## config.mk

```make
export PLATFORM = sky130hd
export DESIGN_NAME = dmem_arbiter_flat
export DESIGN_NICKNAME = d
export VERILOG_FILES = /design/src/rtl/dmem_arbiter_pkg.sv /design/src/rtl/dmem_arbiter_if.sv /design/src/rtl/dmem_arbiter_age_counter.sv /design/src/rtl/dmem_arbiter.sv /design/src/flat_wrapper.sv
export SDC_FILE = /design/constraint.sdc
export NUM_CORES = 1
export LEC_CHECK = 0
export CAP_MARGIN = 20
export CELL_PAD_IN_SITES_DETAIL_PLACEMENT = 0
export CELL_PAD_IN_SITES_GLOBAL_PLACEMENT = 1
export CORE_ASPECT_RATIO = 1.5
export CORE_MARGIN = 4
export CORE_UTILIZATION = 24
export CTS_BUF_LIST = sky130_fd_sc_hd__clkbuf_16
export CTS_CLUSTER_DIAMETER = 30
export DETAILED_ROUTE_END_ITERATION = 12
export PLACE_DENSITY = 0.94
export SYNTH_ARGS = -nofsm -noshare
export SYNTH_HDL_FRONTEND = slang
export SYNTH_SLANG_ARGS = --single-unit
```

## constraint.sdc

```tcl
create_clock -name clk -period 3.8 [get_ports clk]
set_input_delay 0.57 -clock clk [delete_from_list [all_inputs] [get_ports clk]]
set_output_delay 0.57 -clock clk [all_outputs]
set_load 0.01 [all_outputs]
```

## src/rtl/dmem_arbiter_pkg.sv

```systemverilog
// Shared types and helpers for the data-memory arbiter.
// Holds the arbitration state encoding, the legal byte-enable codes and
// the alignment rule used when DMEM_ALIGN_CHECK_EN is defined.
package dmem_arbiter_pkg;

    typedef enum logic [0:0] {
        ARB_NORMAL  = 1'b0,
        ARB_FORCE_B = 1'b1
    } arb_state_t;

    localparam logic [3:0] BE_BYTE0 = 4'b0001;
    localparam logic [3:0] BE_BYTE1 = 4'b0010;
    localparam logic [3:0] BE_BYTE2 = 4'b0100;
    localparam logic [3:0] BE_BYTE3 = 4'b1000;
    localparam logic [3:0] BE_HALF0 = 4'b0011;
    localparam logic [3:0] BE_HALF1 = 4'b1100;
    localparam logic [3:0] BE_WORD  = 4'b1111;

    // Only naturally sized byte, halfword and word lanes are accepted.
    function automatic logic be_legal(input logic [3:0] be);
        return (be == BE_BYTE0) || (be == BE_BYTE1) || (be == BE_BYTE2) ||
               (be == BE_BYTE3) || (be == BE_HALF0) || (be == BE_HALF1) ||
               (be == BE_WORD);
    endfunction

    // Index of the lowest enabled byte lane (0 when no lane is enabled).
    function automatic logic [1:0] be_low_idx(input logic [3:0] be);
        logic [1:0] idx;
        idx = 2'd0;
        for (int i = 3; i >= 0; i--) begin
            if (be[i]) idx = 2'(i);
        end
        return idx;
    endfunction

    // The byte address must point at the first enabled lane.
    function automatic logic access_aligned(input logic [1:0] addr_lo, input logic [3:0] be);
        return be_legal(be) && (addr_lo == be_low_idx(be));
    endfunction

endpackage

```

## src/rtl/dmem_arbiter_if.sv

```systemverilog
// Bus interfaces for the data-memory arbiter: one requester port type
// (used for both the MEM stage and the debug/DMA master) and the
// single-port memory command/return bus.
interface dmem_req_if #(
    parameter int ADDR_W = 32,
    parameter int DATA_W = 32
);
    logic              req;
    logic              we;
    logic [ADDR_W-1:0] addr;
    logic [DATA_W-1:0] wdata;
    logic [3:0]        be;
    logic              gnt;
    logic              rvalid;
    logic [DATA_W-1:0] rdata;
    logic              err;

    modport master (output req, we, addr, wdata, be, input gnt, rvalid, rdata, err);
    modport slave  (input req, we, addr, wdata, be, output gnt, rvalid, rdata, err);
endinterface

interface dmem_mem_if #(
    parameter int ADDR_W = 32,
    parameter int DATA_W = 32
);
    logic [ADDR_W-1:0] addr;
    logic [DATA_W-1:0] wdata;
    logic              read_en;
    logic              write_en;
    logic [3:0]        be;
    logic [DATA_W-1:0] rdata;

    modport master (output addr, wdata, read_en, write_en, be, input rdata);
    modport slave  (input addr, wdata, read_en, write_en, be, output rdata);
endinterface

```

## src/rtl/dmem_arbiter_age_counter.sv

```systemverilog
// Saturating aging counter for the low-priority port.
// reach flags that the count is about to land on LIMIT this cycle, so the
// arbiter can switch to forcing the low-priority port on the very next cycle.
module dmem_age_counter #(
    parameter int AGE_W = 4,
    parameter int LIMIT = 8
) (
    input  logic clk,
    input  logic reset_n,
    input  logic inc,
    input  logic clr,
    output logic reach
);
    localparam logic [AGE_W-1:0] LIMIT_V = AGE_W'(LIMIT);

    logic [AGE_W-1:0] count_reg;
    logic [AGE_W-1:0] count_next;

    // Clear wins over increment; increment stops at all-ones.
    always_comb begin
        count_next = count_reg;
        if (clr) begin
            count_next = '0;
        end else if (inc && (count_reg != '1)) begin
            count_next = count_reg + AGE_W'(1);
        end
        reach = (count_next == LIMIT_V);
    end

    // Age register.
    always_ff @(posedge clk or negedge reset_n) begin
        if (!reset_n) begin
            count_reg <= '0;
        end else begin
            count_reg <= count_next;
        end
    end
endmodule

```

## src/rtl/dmem_arbiter.sv

```systemverilog
// Two-requester arbiter in front of the single-port data memory.
// Port a (MEM stage) has priority; port b (debug/DMA) is guaranteed
// progress by an aging counter that forces one b grant after STARVE_LIMIT
// consecutive denied cycles. Reads return one cycle after grant to the
// port that issued them.
// Optional feature macro: DMEM_ALIGN_CHECK_EN -- misaligned or oddly sized
// accesses are granted but not sent to memory, and the issuing port sees
// err one cycle later instead of rvalid.
module dmem_arbiter
    import dmem_arbiter_pkg::*;
#(
    parameter int ADDR_W       = 32,
    parameter int DATA_W       = 32,
    parameter int STARVE_LIMIT = 8,
    parameter int AGE_W        = 4
) (
    input  logic        clk,
    input  logic        reset_n,
    dmem_req_if.slave   a,
    dmem_req_if.slave   b,
    dmem_mem_if.master  mem
);
    arb_state_t        state_reg;
    arb_state_t        state_next;
    logic [1:0]        gnt_v;
    logic [1:0]        we_v;
    logic [1:0]        fwd_ok_v;
    logic [1:0]        rvalid_v;
    logic [1:0]        err_v;
    logic [DATA_W-1:0] rdata_v [2];
    logic              age_inc;
    logic              age_clr;
    logic              age_reach;

    assign we_v = {b.we, a.we};

`ifdef DMEM_ALIGN_CHECK_EN
    assign fwd_ok_v[0] = access_aligned(a.addr[1:0], a.be);
    assign fwd_ok_v[1] = access_aligned(b.addr[1:0], b.be);
`else
    assign fwd_ok_v = 2'b11;
`endif

    // Grant selection: b wins only when forced or when a is idle. Nothing is
    // granted while reset is held.
    always_comb begin
        gnt_v = 2'b00;
        if (reset_n) begin
            if ((state_reg == ARB_FORCE_B) && b.req) begin
                gnt_v = 2'b10;
            end else if (a.req) begin
                gnt_v = 2'b01;
            end else if (b.req) begin
                gnt_v = 2'b10;
            end
        end
    end

    // FORCE_B lasts one cycle: b is granted there if still requesting, and
    // either way the age is cleared on the way back to NORMAL.
    always_comb begin
        state_next = state_reg;
        case (state_reg)
            ARB_NORMAL:  if (age_reach) state_next = ARB_FORCE_B;
            ARB_FORCE_B: state_next = ARB_NORMAL;
            default:     state_next = ARB_NORMAL;
        endcase
    end

    assign age_inc = (state_reg == ARB_NORMAL) && b.req && !gnt_v[1];
    assign age_clr = gnt_v[1] || (state_reg == ARB_FORCE_B);

    dmem_age_counter #(
        .AGE_W (AGE_W),
        .LIMIT (STARVE_LIMIT)
    ) u_age (
        .clk     (clk),
        .reset_n (reset_n),
        .inc     (age_inc),
        .clr     (age_clr),
        .reach   (age_reach)
    );

    // Arbitration state register.
    always_ff @(posedge clk or negedge reset_n) begin
        if (!reset_n) begin
            state_reg <= ARB_NORMAL;
        end else begin
            state_reg <= state_next;
        end
    end

    // Memory command mux: idle cycles present an all-zero command.
    always_comb begin
        mem.addr     = '0;
        mem.wdata    = '0;
        mem.be       = '0;
        mem.read_en  = 1'b0;
        mem.write_en = 1'b0;
        if (gnt_v[0]) begin
            mem.addr     = a.addr;
            mem.wdata    = a.wdata;
            mem.be       = a.be;
            mem.read_en  = fwd_ok_v[0] && !a.we;
            mem.write_en = fwd_ok_v[0] && a.we;
        end else if (gnt_v[1]) begin
            mem.addr     = b.addr;
            mem.wdata    = b.wdata;
            mem.be       = b.be;
            mem.read_en  = fwd_ok_v[1] && !b.we;
            mem.write_en = fwd_ok_v[1] && b.we;
        end
    end

    // Per-port response path: read ownership pipe, held read data, error pulse.
    genvar gi;
    generate
        for (gi = 0; gi < 2; gi++) begin : g_resp
            logic              rvalid_reg;
            logic [DATA_W-1:0] rdata_hold_reg;

            // Remember which port owns the read in flight and latch returned data.
            always_ff @(posedge clk or negedge reset_n) begin
                if (!reset_n) begin
                    rvalid_reg     <= 1'b0;
                    rdata_hold_reg <= '0;
                end else begin
                    rvalid_reg <= gnt_v[gi] && fwd_ok_v[gi] && !we_v[gi];
                    if (rvalid_reg) rdata_hold_reg <= mem.rdata;
                end
            end

            assign rvalid_v[gi] = rvalid_reg;
            assign rdata_v[gi]  = rvalid_reg ? mem.rdata : rdata_hold_reg;

`ifdef DMEM_ALIGN_CHECK_EN
            logic err_reg;

            // Rejected accesses report back one cycle after their grant.
            always_ff @(posedge clk or negedge reset_n) begin
                if (!reset_n) begin
                    err_reg <= 1'b0;
                end else begin
                    err_reg <= gnt_v[gi] && !fwd_ok_v[gi];
                end
            end

            assign err_v[gi] = err_reg;
`else
            assign err_v[gi] = 1'b0;
`endif
        end
    endgenerate

    assign a.gnt    = gnt_v[0];
    assign a.rvalid = rvalid_v[0];
    assign a.rdata  = rdata_v[0];
    assign a.err    = err_v[0];
    assign b.gnt    = gnt_v[1];
    assign b.rvalid = rvalid_v[1];
    assign b.rdata  = rdata_v[1];
    assign b.err    = err_v[1];
endmodule

```

## src/flat_wrapper.sv

```systemverilog
// flat-port wrapper written by rule: the top's interface ports become plain ports
module dmem_arbiter_flat import dmem_arbiter_pkg::*;
#(
    parameter int ADDR_W       = 32,
    parameter int DATA_W       = 32,
    parameter int STARVE_LIMIT = 8,
    parameter int AGE_W        = 4
)
  (clk, reset_n, a_req, a_we, a_addr, a_wdata, a_be, a_gnt, a_rvalid, a_rdata, a_err, b_req, b_we, b_addr, b_wdata, b_be, b_gnt, b_rvalid, b_rdata, b_err, mem_addr, mem_wdata, mem_read_en, mem_write_en, mem_be, mem_rdata);
  dmem_req_if #(.ADDR_W(ADDR_W), .DATA_W(DATA_W)) a_i ();
  dmem_req_if #(.ADDR_W(ADDR_W), .DATA_W(DATA_W)) b_i ();
  dmem_mem_if #(.ADDR_W(ADDR_W), .DATA_W(DATA_W)) mem_i ();
  input  logic clk;
  input  logic reset_n;
  input wire logic [$bits(a_i.req)-1:0] a_req;
  input wire logic [$bits(a_i.we)-1:0] a_we;
  input wire logic [$bits(a_i.addr)-1:0] a_addr;
  input wire logic [$bits(a_i.wdata)-1:0] a_wdata;
  input wire logic [$bits(a_i.be)-1:0] a_be;
  output wire logic [$bits(a_i.gnt)-1:0] a_gnt;
  output wire logic [$bits(a_i.rvalid)-1:0] a_rvalid;
  output wire logic [$bits(a_i.rdata)-1:0] a_rdata;
  output wire logic [$bits(a_i.err)-1:0] a_err;
  input wire logic [$bits(b_i.req)-1:0] b_req;
  input wire logic [$bits(b_i.we)-1:0] b_we;
  input wire logic [$bits(b_i.addr)-1:0] b_addr;
  input wire logic [$bits(b_i.wdata)-1:0] b_wdata;
  input wire logic [$bits(b_i.be)-1:0] b_be;
  output wire logic [$bits(b_i.gnt)-1:0] b_gnt;
  output wire logic [$bits(b_i.rvalid)-1:0] b_rvalid;
  output wire logic [$bits(b_i.rdata)-1:0] b_rdata;
  output wire logic [$bits(b_i.err)-1:0] b_err;
  output wire logic [$bits(mem_i.addr)-1:0] mem_addr;
  output wire logic [$bits(mem_i.wdata)-1:0] mem_wdata;
  output wire logic [$bits(mem_i.read_en)-1:0] mem_read_en;
  output wire logic [$bits(mem_i.write_en)-1:0] mem_write_en;
  output wire logic [$bits(mem_i.be)-1:0] mem_be;
  input wire logic [$bits(mem_i.rdata)-1:0] mem_rdata;
  assign a_i.req = a_req;
  assign a_i.we = a_we;
  assign a_i.addr = a_addr;
  assign a_i.wdata = a_wdata;
  assign a_i.be = a_be;
  assign a_gnt = a_i.gnt;
  assign a_rvalid = a_i.rvalid;
  assign a_rdata = a_i.rdata;
  assign a_err = a_i.err;
  assign b_i.req = b_req;
  assign b_i.we = b_we;
  assign b_i.addr = b_addr;
  assign b_i.wdata = b_wdata;
  assign b_i.be = b_be;
  assign b_gnt = b_i.gnt;
  assign b_rvalid = b_i.rvalid;
  assign b_rdata = b_i.rdata;
  assign b_err = b_i.err;
  assign mem_addr = mem_i.addr;
  assign mem_wdata = mem_i.wdata;
  assign mem_read_en = mem_i.read_en;
  assign mem_write_en = mem_i.write_en;
  assign mem_be = mem_i.be;
  assign mem_i.rdata = mem_rdata;
  dmem_arbiter #(.ADDR_W(ADDR_W), .DATA_W(DATA_W), .STARVE_LIMIT(STARVE_LIMIT), .AGE_W(AGE_W)) u_core (.clk(clk), .reset_n(reset_n), .a(a_i), .b(b_i), .mem(mem_i));
endmodule
```

# Yosys cells after proc, flatten, opt, wreduce, memory -nomap -nowiden
# Cells that the tools add are included.
# W data, S select, Z words.
[totals] regBits=71 in_bits=174
[classes] addsub=1 n_eq_ne=2 muxes=20 bitwise_logic=1 reduce_logical=10
[op_table] cell="$mux W32" count=6
[op_table] cell="$mux W4" count=4
[op_table] cell="$mux W2" count=4
[op_table] cell="$logic_and A1 B1 Y1" count=6
[op_table] cell="$mux W1" count=5
[op_table] cell="$add A4 B1 Y4 const B" count=1
[op_table] cell="$eq A4 B4 Y1 const B" count=1
[op_table] cell="$ne A4 B4 Y1 const B" count=1
[op_table] cell="$logic_not A1 Y1" count=3
[op_table] cell="$pmux W1 S2" count=1
[op_table] cell="$logic_or A1 B1 Y1" count=1
[op_table] cell="$not A1 Y1" count=1

# Logic depth before layout (Yosys ltp)
# Gate-level depths: netlist of the first run.
[depth] word_depth=12 mapped_depth=5

# Hierarchy
# Synthesis of the first run repeated with hierarchy kept, for this count alone.
[unflattened] hier_cells=419 area_unflattened_um2=3953.8
[modules_own_cells] mod="dmem_arbiter" instances=1 cells_per_inst=395 area_each_um2=3716.1
[modules_own_cells] mod="dmem_age_counter" instances=1 cells_per_inst=24 area_each_um2=237.7

# Worst setup path after synthesis of the first run
# No wires, ideal clock.
[synth_path] path_type="input-to-output" from="input port b_req" to="output port mem_be[0]" arrival_ns=1.400 required_ns=3.230 path_slack_ns=1.830 cell_stages=5 path_cell_list="buf_4 nand2_1 a21oi_4 buf_2 a22o_1"
[synth_via] elab_chain_cells=6 word_cells_on_any_way=7 cone_classes="mux: 6; reduce/logical: 1"
[synth_lines] item="start: declaration" line_no="flat_wrapper.sv:24" text="input wire logic [$bits(b_i.req)-1:0] b_req;"
[synth_lines] item="$mux W2" line_no="dmem_arbiter.sv:53" text="end else if (b.req) begin"
[synth_lines] item="$mux W2" line_no="dmem_arbiter.sv:51" text="end else if (a.req) begin"
[synth_lines] item="$mux W2 *" line_no="dmem_arbiter.sv:49" text="if ((state_reg == ARB_FORCE_B) && b.req) begin"
[synth_lines] item="$mux W2 *" line_no="dmem_arbiter.sv:48" text="if (reset_n) begin"
[synth_lines] item="net b_gnt" line_no="flat_wrapper.sv:29" text="output wire logic [$bits(b_i.gnt)-1:0] b_gnt;"
[synth_lines] item="$mux W4 *" line_no="dmem_arbiter.sv:106" text="end else if (gnt_v[1]) begin"
[synth_lines] item="$mux W4 *" line_no="dmem_arbiter.sv:100" text="if (gnt_v[0]) begin"
[synth_lines] item="end: declaration" line_no="flat_wrapper.sv:37" text="output wire logic [$bits(mem_i.be)-1:0] mem_be;"
# Mark *: on every way through the listed nets, which the timed path passes. The rest lies on a longest branch.

# Final worst setup path of the first run
[layout_path] from="input port b_req" to="output port mem_be[1]"
[layout_via] elab_chain_cells=6 word_cells_on_any_way=7 cone_classes="mux: 6; reduce/logical: 1"
[layout_lines] item="$mux W2" line_no="dmem_arbiter.sv:53"
[layout_lines] item="$mux W2" line_no="dmem_arbiter.sv:51"
[layout_lines] item="$mux W2 *" line_no="dmem_arbiter.sv:49"
[layout_lines] item="$mux W2 *" line_no="dmem_arbiter.sv:48"
[layout_lines] item="$mux W4" line_no="dmem_arbiter.sv:106"
[layout_lines] item="$mux W4 *" line_no="dmem_arbiter.sv:100"
# Mark *: on every way between the ends. The rest lies on a longest branch, timed or not.

==> summary.txt, run 1 <==
Final TNS setup - 0 ns
clk_lat worst skew - 0.33 ns
filler instances - 1257
overall power - 3.070 mW
IO Pins - 314
post-synthesis mux area share - 0.2089
Yosys top cell area share - 0.5151
R2R depth - 2
Simple-Gate Fraction of Synth Area - 0.02829
multi-input logic area - 1535 um^2
initial antenna violation count - 9
Finished Cell Area - 7074 um^2
RSZ-0062 raised after global routing - false
Worst Setup End Kind - primary output
P_sw - 830.6 uW
Worst EP required - 3.23 ns
Clock Skew - 0.007828 ns
distinct cell type count after synthesis - 27
Critical Path Start Type - input pin
CP arrival - 2.73 ns
layout cell share with drive strength beyond 1 - 0.1548
f_max - 0.3031 GHz
post-layout net count - 745
Initial Util - 0.2454
largest family of logic cells by synthesized area - multiplexers
Placed Area - 6734 um^2
Worst R2R Start - u_core.a.rvalid$_DFF_PN0_
Slew headroom - 0.4382
min Tclk post-route - 3.300 ns
Clk pwr share - 0.310
DIE HEIGHT - 154.8 um
largest net degree at the start of global routing - 67
Max VDD drop - 0.2022 mV
clock buffer depth - 2
Core ar. - 14060 um^2
Worst R2R Setup Slack - 2.16 ns
ys async rst share - 1.000
Seq/Total Area, Yosys - 0.5151
clk sink count - 71
Synth area leader - dfrtp_1
Synth Area in XOR/XNOR - 0
Detailed Route WL - 18650 um
most frequent cell after synthesis - dfrtp_1
Synth Area per Inst - 13.02 um^2
vias in the first global route - 3951
number of remaining DRC errors - 0
critical path type - in2out
total clock buffers created by CTS - 9
mapped cell area - 3450 um^2
grt total ovfl - 0
Max FO, Critical Path - 29
Yosys warning count - 0
Gate power share - 0.365
max reg flops - 64
CTS HTree Levels - 3
vias per cell - 4.857
Slew @ Worst Pin - 0.8428 ns
r2r endpoint - u_core.g_resp[0].rdata_hold_reg[11]$_DFF_PN0_
Site Rows - 53
Die ar. - 16390 um^2
Port Buffers - 311
register area - 1777 um^2
post-route ant nets - 0
Power per Cell Area - 434.0 nW/um^2
cts repair resizes - 0
synthesized instance count - 265
RePlAce Congestion - 0.8258
first-pass GRT wire length - 26020 um
via count - 3730
EDFF count, synth - 0
period utilization - 0.8683
Final Slew Violations - 0
Synth Area in Compound Gates - 0.1999
main flop type after synthesis - dfrtp_1
cts hold-fix bufs - 0
Sequential Power Share - 0.325
Pint - 2.239 mW
Reg clk slew, reported paths - 0.06 ns
final setup fails - 0
Die Wd - 105.9 um
root buffer selected by CTS - clkbuf_16
post-synthesis adder-cell area fraction - 0.003627
final hold vios - 0
DP Wirelength - 16170 um
worst hold path type - in2async
Overall Global Routing Usage - 0.2190
Max Cap Viol - 0
Pleak - 2.851 nW
synth cell count leaders - dfrtp_1 (71), a22o_1 (70), mux2_2 (60)
area grow syn2layout - 105.1%
DR WL/cell - 24.29 um
non-filler cells, final - 768
Placed Cells - 751
Post-CTS Setup Bufs - 0
Pre-Repair DR Iteration Count - 4
largest cells by area after synthesis - dfrtp_1 (52%), mux2_2 (20%), a22o_1 (18%), buf_2 (2.9%), mux2_1 (1.3%)
status - complete, no violations
1st-iter DRT viols - 209
register bit total from synthesis - 71
CTS tree - done
switching share of power - 0.2706
metrics by stage:
step	utilization	hold slack (ns)	setup WS, ns
after CTS	0.5030	0.06899	0.5127
after floorplan	-	0.2744	1.830
after global placement	0.4790	0.4149	0.6018
final	0.5032	0.07861	0.5003
after global routing	0.5030	0.07748	0.3904
after detailed placement	0.4790	0.4218	0.5017
worst max-delay path: stages:
cell and delay [ns]:
clkdlybuf4s50_1 0.69, nand2_1 0.17, a21oi_4 0.18, buf_4 0.33
a22o_1 0.22, clkdlybuf4s50_1 0.55
layout by cell type (no fill, tap or decap):
cell and instances:
nand4_1 1, mux2_2 60, a22o_1 70, o21ai_0 4, ha_1 1, and2_1 2, or3_1 1, nand2_1 3
nand4b_1 1, nand3_1 3, clkdlybuf4s50_1 306, diode_2 1, nor3_1 2, buf_12 1, a211oi_1 1, buf_2 1
and3_1 1, buf_4 10, conb_1 2, a221oi_1 1, inv_1 6, clkinv_4 1, mux2_1 4, nand3b_1 1
and4b_1 1, a21oi_1 3, bufinv_16 3, clkinv_2 2, clkbuf_16 9, dfrtp_1 71, nor2_1 1, a21oi_4 2
metal layers:
layer,vias up,GRT usage,part of all wire
li1,1617,-,-
met2,297,0.3595,0.46
met5,-,0,0.0057
met3,44,0.1115,0.13
met1,1754,0.2512,0.38
met4,18,0.06049,0.023
power groups by stage:
stage	logic, mW	clock network [mW]	registers (mW)
after global routing	1.19	1.00	1.01
after CTS	1.13	0.968	0.993
final	1.12	0.953	0.997
after detailed placement	1.13	0	1.01
after floorplan	0.430	0	0.978
after global placement	1.10	0	0.990
layout make-up:
class                   count  area share
multi-input cells         165      0.2170
diodes                      1   0.0003537
clock inverters             7     0.01592
clock buffers               9     0.03184
inverters                   5    0.002653
well taps                 192     0.03396
repair buffers            318      0.4471
flip-flops and latches     71      0.2511
worst max path at each step:
stage	start	end	cells after the start
2_1_floorplan	b_req	mem_be[0]	5
4_1_cts	b_req	mem_be[1]	6
5_1_grt	b_req	mem_addr[19]	6
3_5_place_dp	b_req	mem_be[1]	6
6_report	b_req	mem_be[1]	6
3_3_place_gp	b_req	mem_addr[19]	6
kinds of logic after synthesis:
| family | Yosys count |
|---|---|
| muxes | 64 |
| AOI/OAI and AO/OA | 81 |
| other | 1 |
| DFF | 71 |
| and+or+nand+nor | 17 |
| adders and majority gates | 1 |
| buffers and inverters | 30 |
Note: power is estimated with default switching activity, not from simulation.
==> run 2, diff against run 1 <==
--- a/config.mk
+++ b/config.mk
@@ -14,6 +14,7 @@
 export CTS_BUF_LIST = sky130_fd_sc_hd__clkbuf_16
 export CTS_CLUSTER_DIAMETER = 30
 export DETAILED_ROUTE_END_ITERATION = 12
+export GPL_TIMING_DRIVEN = 0
 export PLACE_DENSITY = 0.94
 export SYNTH_ARGS = -nofsm -noshare
 export SYNTH_HDL_FRONTEND = slang
==> run 2 against run 1 <==
- via count grew 0.51%
- clock skew shrank 0.0014 ns
- hold slack gained 0.17 ns
- sequential share of layout area shrank 0.14 points
- count of clock-buffer cells in the layout is the same
- register-to-register slack gained 0.11 ns
- global-route usage shrank 0.41 points
- setup slack lost 0.17 ns
- first-iteration DRC count shrank 56%
- sequential cell count is the same
- combinational power is essentially flat
- sequential power shrank 0.6%
==> summary.txt, run 2 (same netlist as run 1, synthesis figures left out) <==
CP arrival - 2.90 ns
initial antenna violation count - 11
Die Wd - 105.9 um
post-route ant nets - 0
layout cell share with drive strength beyond 1 - 0.1723
critical path type - in2out
CP cell instances - clkbuf_8, nand2_1, a21oi_4, buf_2, a22o_1, clkdlybuf4s50_1
Die ar. - 16390 um^2
r2r endpoint - u_core.u_age.count_reg[0]$_DFF_PN0_
clk_lat worst skew - 0.33 ns
Core ar. - 14060 um^2
via count - 3749
status - complete, no violations
most common cell after layout, fill and taps aside - clkdlybuf4s50_1
clock buffer depth - 2
DP Wirelength - 15830 um
final setup fails - 0
min Tclk post-route - 3.467 ns
1st-iter DRT viols - 93
Max VDD drop - 0.2575 mV
clk sink count - 71
vias per cell - 4.776
worst hold path type - in2async
Slew @ Worst Pin - 0.6097 ns
max reg flops - 64
Site Rows - 53
Initial Util - 0.2454
Post-CTS Setup Bufs - 0
Worst path depth - 6
Max FO, Critical Path - 73
DIE HEIGHT - 154.8 um
Reg clk slew, reported paths - 0.06 ns
critical path's top delay family - buffers and inverters
cts hold-fix bufs - 0
RePlAce Congestion - 0.8297
Worst setup startpoint - reset_n
Worst R2R Setup Slack - 2.27 ns
Pre-Repair DR Iteration Count - 4
CTS HTree Levels - 3
Worst EP required - 3.23 ns
Slowest-stage cell, CP - clkdlybuf4s50_1
grt total ovfl - 0
Pleak - 2.900 nW
Worst R2R Start - u_core.u_age.count_reg[0]$_DFF_PN0_
first-pass GRT wire length - 25820 um
final hold vios - 0
Max Cap Viol - 0
area grow syn2layout - 106.2%
post-layout net count - 762
total clock buffers created by CTS - 9
largest net degree at the start of global routing - 74
Detailed Route WL - 18300 um
Final Slew Violations - 0
number of remaining DRC errors - 0
RSZ-0062 raised after global routing - false
CP peak stage delay - 0.63 ns
Final TNS setup - 0 ns
Critical Path Start Type - input pin
vias in the first global route - 4166
most frequent cells in the layout - clkdlybuf4s50_1 (309), dfrtp_1 (71), a22o_1 (70)
Port Buffers - 310
IO Pins - 314
Worst Setup EP - mem_be[2]
Worst Path Buf+Inv - 3
Worst Setup End Kind - primary output
root buffer selected by CTS - clkbuf_16
R2R depth - 4
DR WL/cell - 23.31 um
Power per Cell Area - 418.6 nW/um^2
overall power - 2.978 mW
CTS tree - done
Clock Skew - 0.006444 ns
Slew headroom - 0.5893
f_max - 0.2885 GHz
period utilization - 0.9123
Overall Global Routing Usage - 0.2148
run 2: final cells by class:
type                    count  area [um^2]
diodes                      1        2.502
plain buffers              25        130.1
clock buffers               9        225.2
clock inverters             7        77.57
fillers                  1322         6945
inverters                   5        18.77
multi-input cells         165         1535
flip-flops and latches     71         1777
well taps                 192        240.2
repair buffers            310         3107
run 2: where the power goes:
part	switching, mW	total (mW)	internal, mW	leakage, nW
sequential	0.0657	0.991	0.925	0.853
clock	0.343	0.859	0.516	0.147
combinational	0.447	1.13	0.681	1.90
run 2: stage by stage:
stage / cell area [um^2] / setup WS, ns / hold slack (ns) / util / cells
final: 7113 / 0.3334 / 0.2502 / 0.5060 / 785
after global placement: 6797 / -2.256 / 0.4652 / 0.4834 / 768
after CTS: 7101 / 0.04466 / 0.2771 / 0.5051 / 784
after detailed placement: 6794 / -0.1740 / 0.4758 / 0.4833 / 768
after global routing: 7113 / 0.1328 / 0.2929 / 0.5060 / 785
after floorplan: 3453 / 1.830 / 0.2744 / - / 266
run 2: worst min path at each step:
stage / slack (ns) / start / endpoint
2_1_floorplan: 0.27 / reset_n / u_core.a.rvalid$_DFF_PN0_
3_3_place_gp: 0.47 / u_core.g_resp[1].rdata_hold_reg[28]$_DFF_PN0_ / u_core.g_resp[1].rdata_hold_reg[28]$_DFF_PN0_
3_5_place_dp: 0.48 / u_core.g_resp[1].rdata_hold_reg[28]$_DFF_PN0_ / u_core.g_resp[1].rdata_hold_reg[28]$_DFF_PN0_
4_1_cts: 0.28 / reset_n / u_core.g_resp[1].rdata_hold_reg[13]$_DFF_PN0_
5_1_grt: 0.29 / reset_n / u_core.g_resp[1].rdata_hold_reg[13]$_DFF_PN0_
6_report: 0.25 / reset_n / u_core.g_resp[1].rdata_hold_reg[13]$_DFF_PN0_
run 2: metal layers:
metal	wire [um]	track usage	vias to the layer above
met2	9069	0.3823	253
li1	-	-	1653
met1	6400	0.2232	1781
met4	320	0.05123	20
met3	2387	0.1111	42
met5	123	0	-
run 2: repair_timing:
item,in CTS,in global routing
cloned,0,0
gates resized for setup,1,2
setup endpoints to repair,9,3
==> run 3, diff against run 2 <==
--- a/config.mk
+++ b/config.mk
@@ -5,7 +5,6 @@
 export SDC_FILE = /design/constraint.sdc
 export NUM_CORES = 1
 export LEC_CHECK = 0
-export CAP_MARGIN = 20
 export CELL_PAD_IN_SITES_DETAIL_PLACEMENT = 0
 export CELL_PAD_IN_SITES_GLOBAL_PLACEMENT = 1
 export CORE_ASPECT_RATIO = 1.5
==> results of run 3 <==
No change in the layout: final DEF, timing and power equal those of run 2.
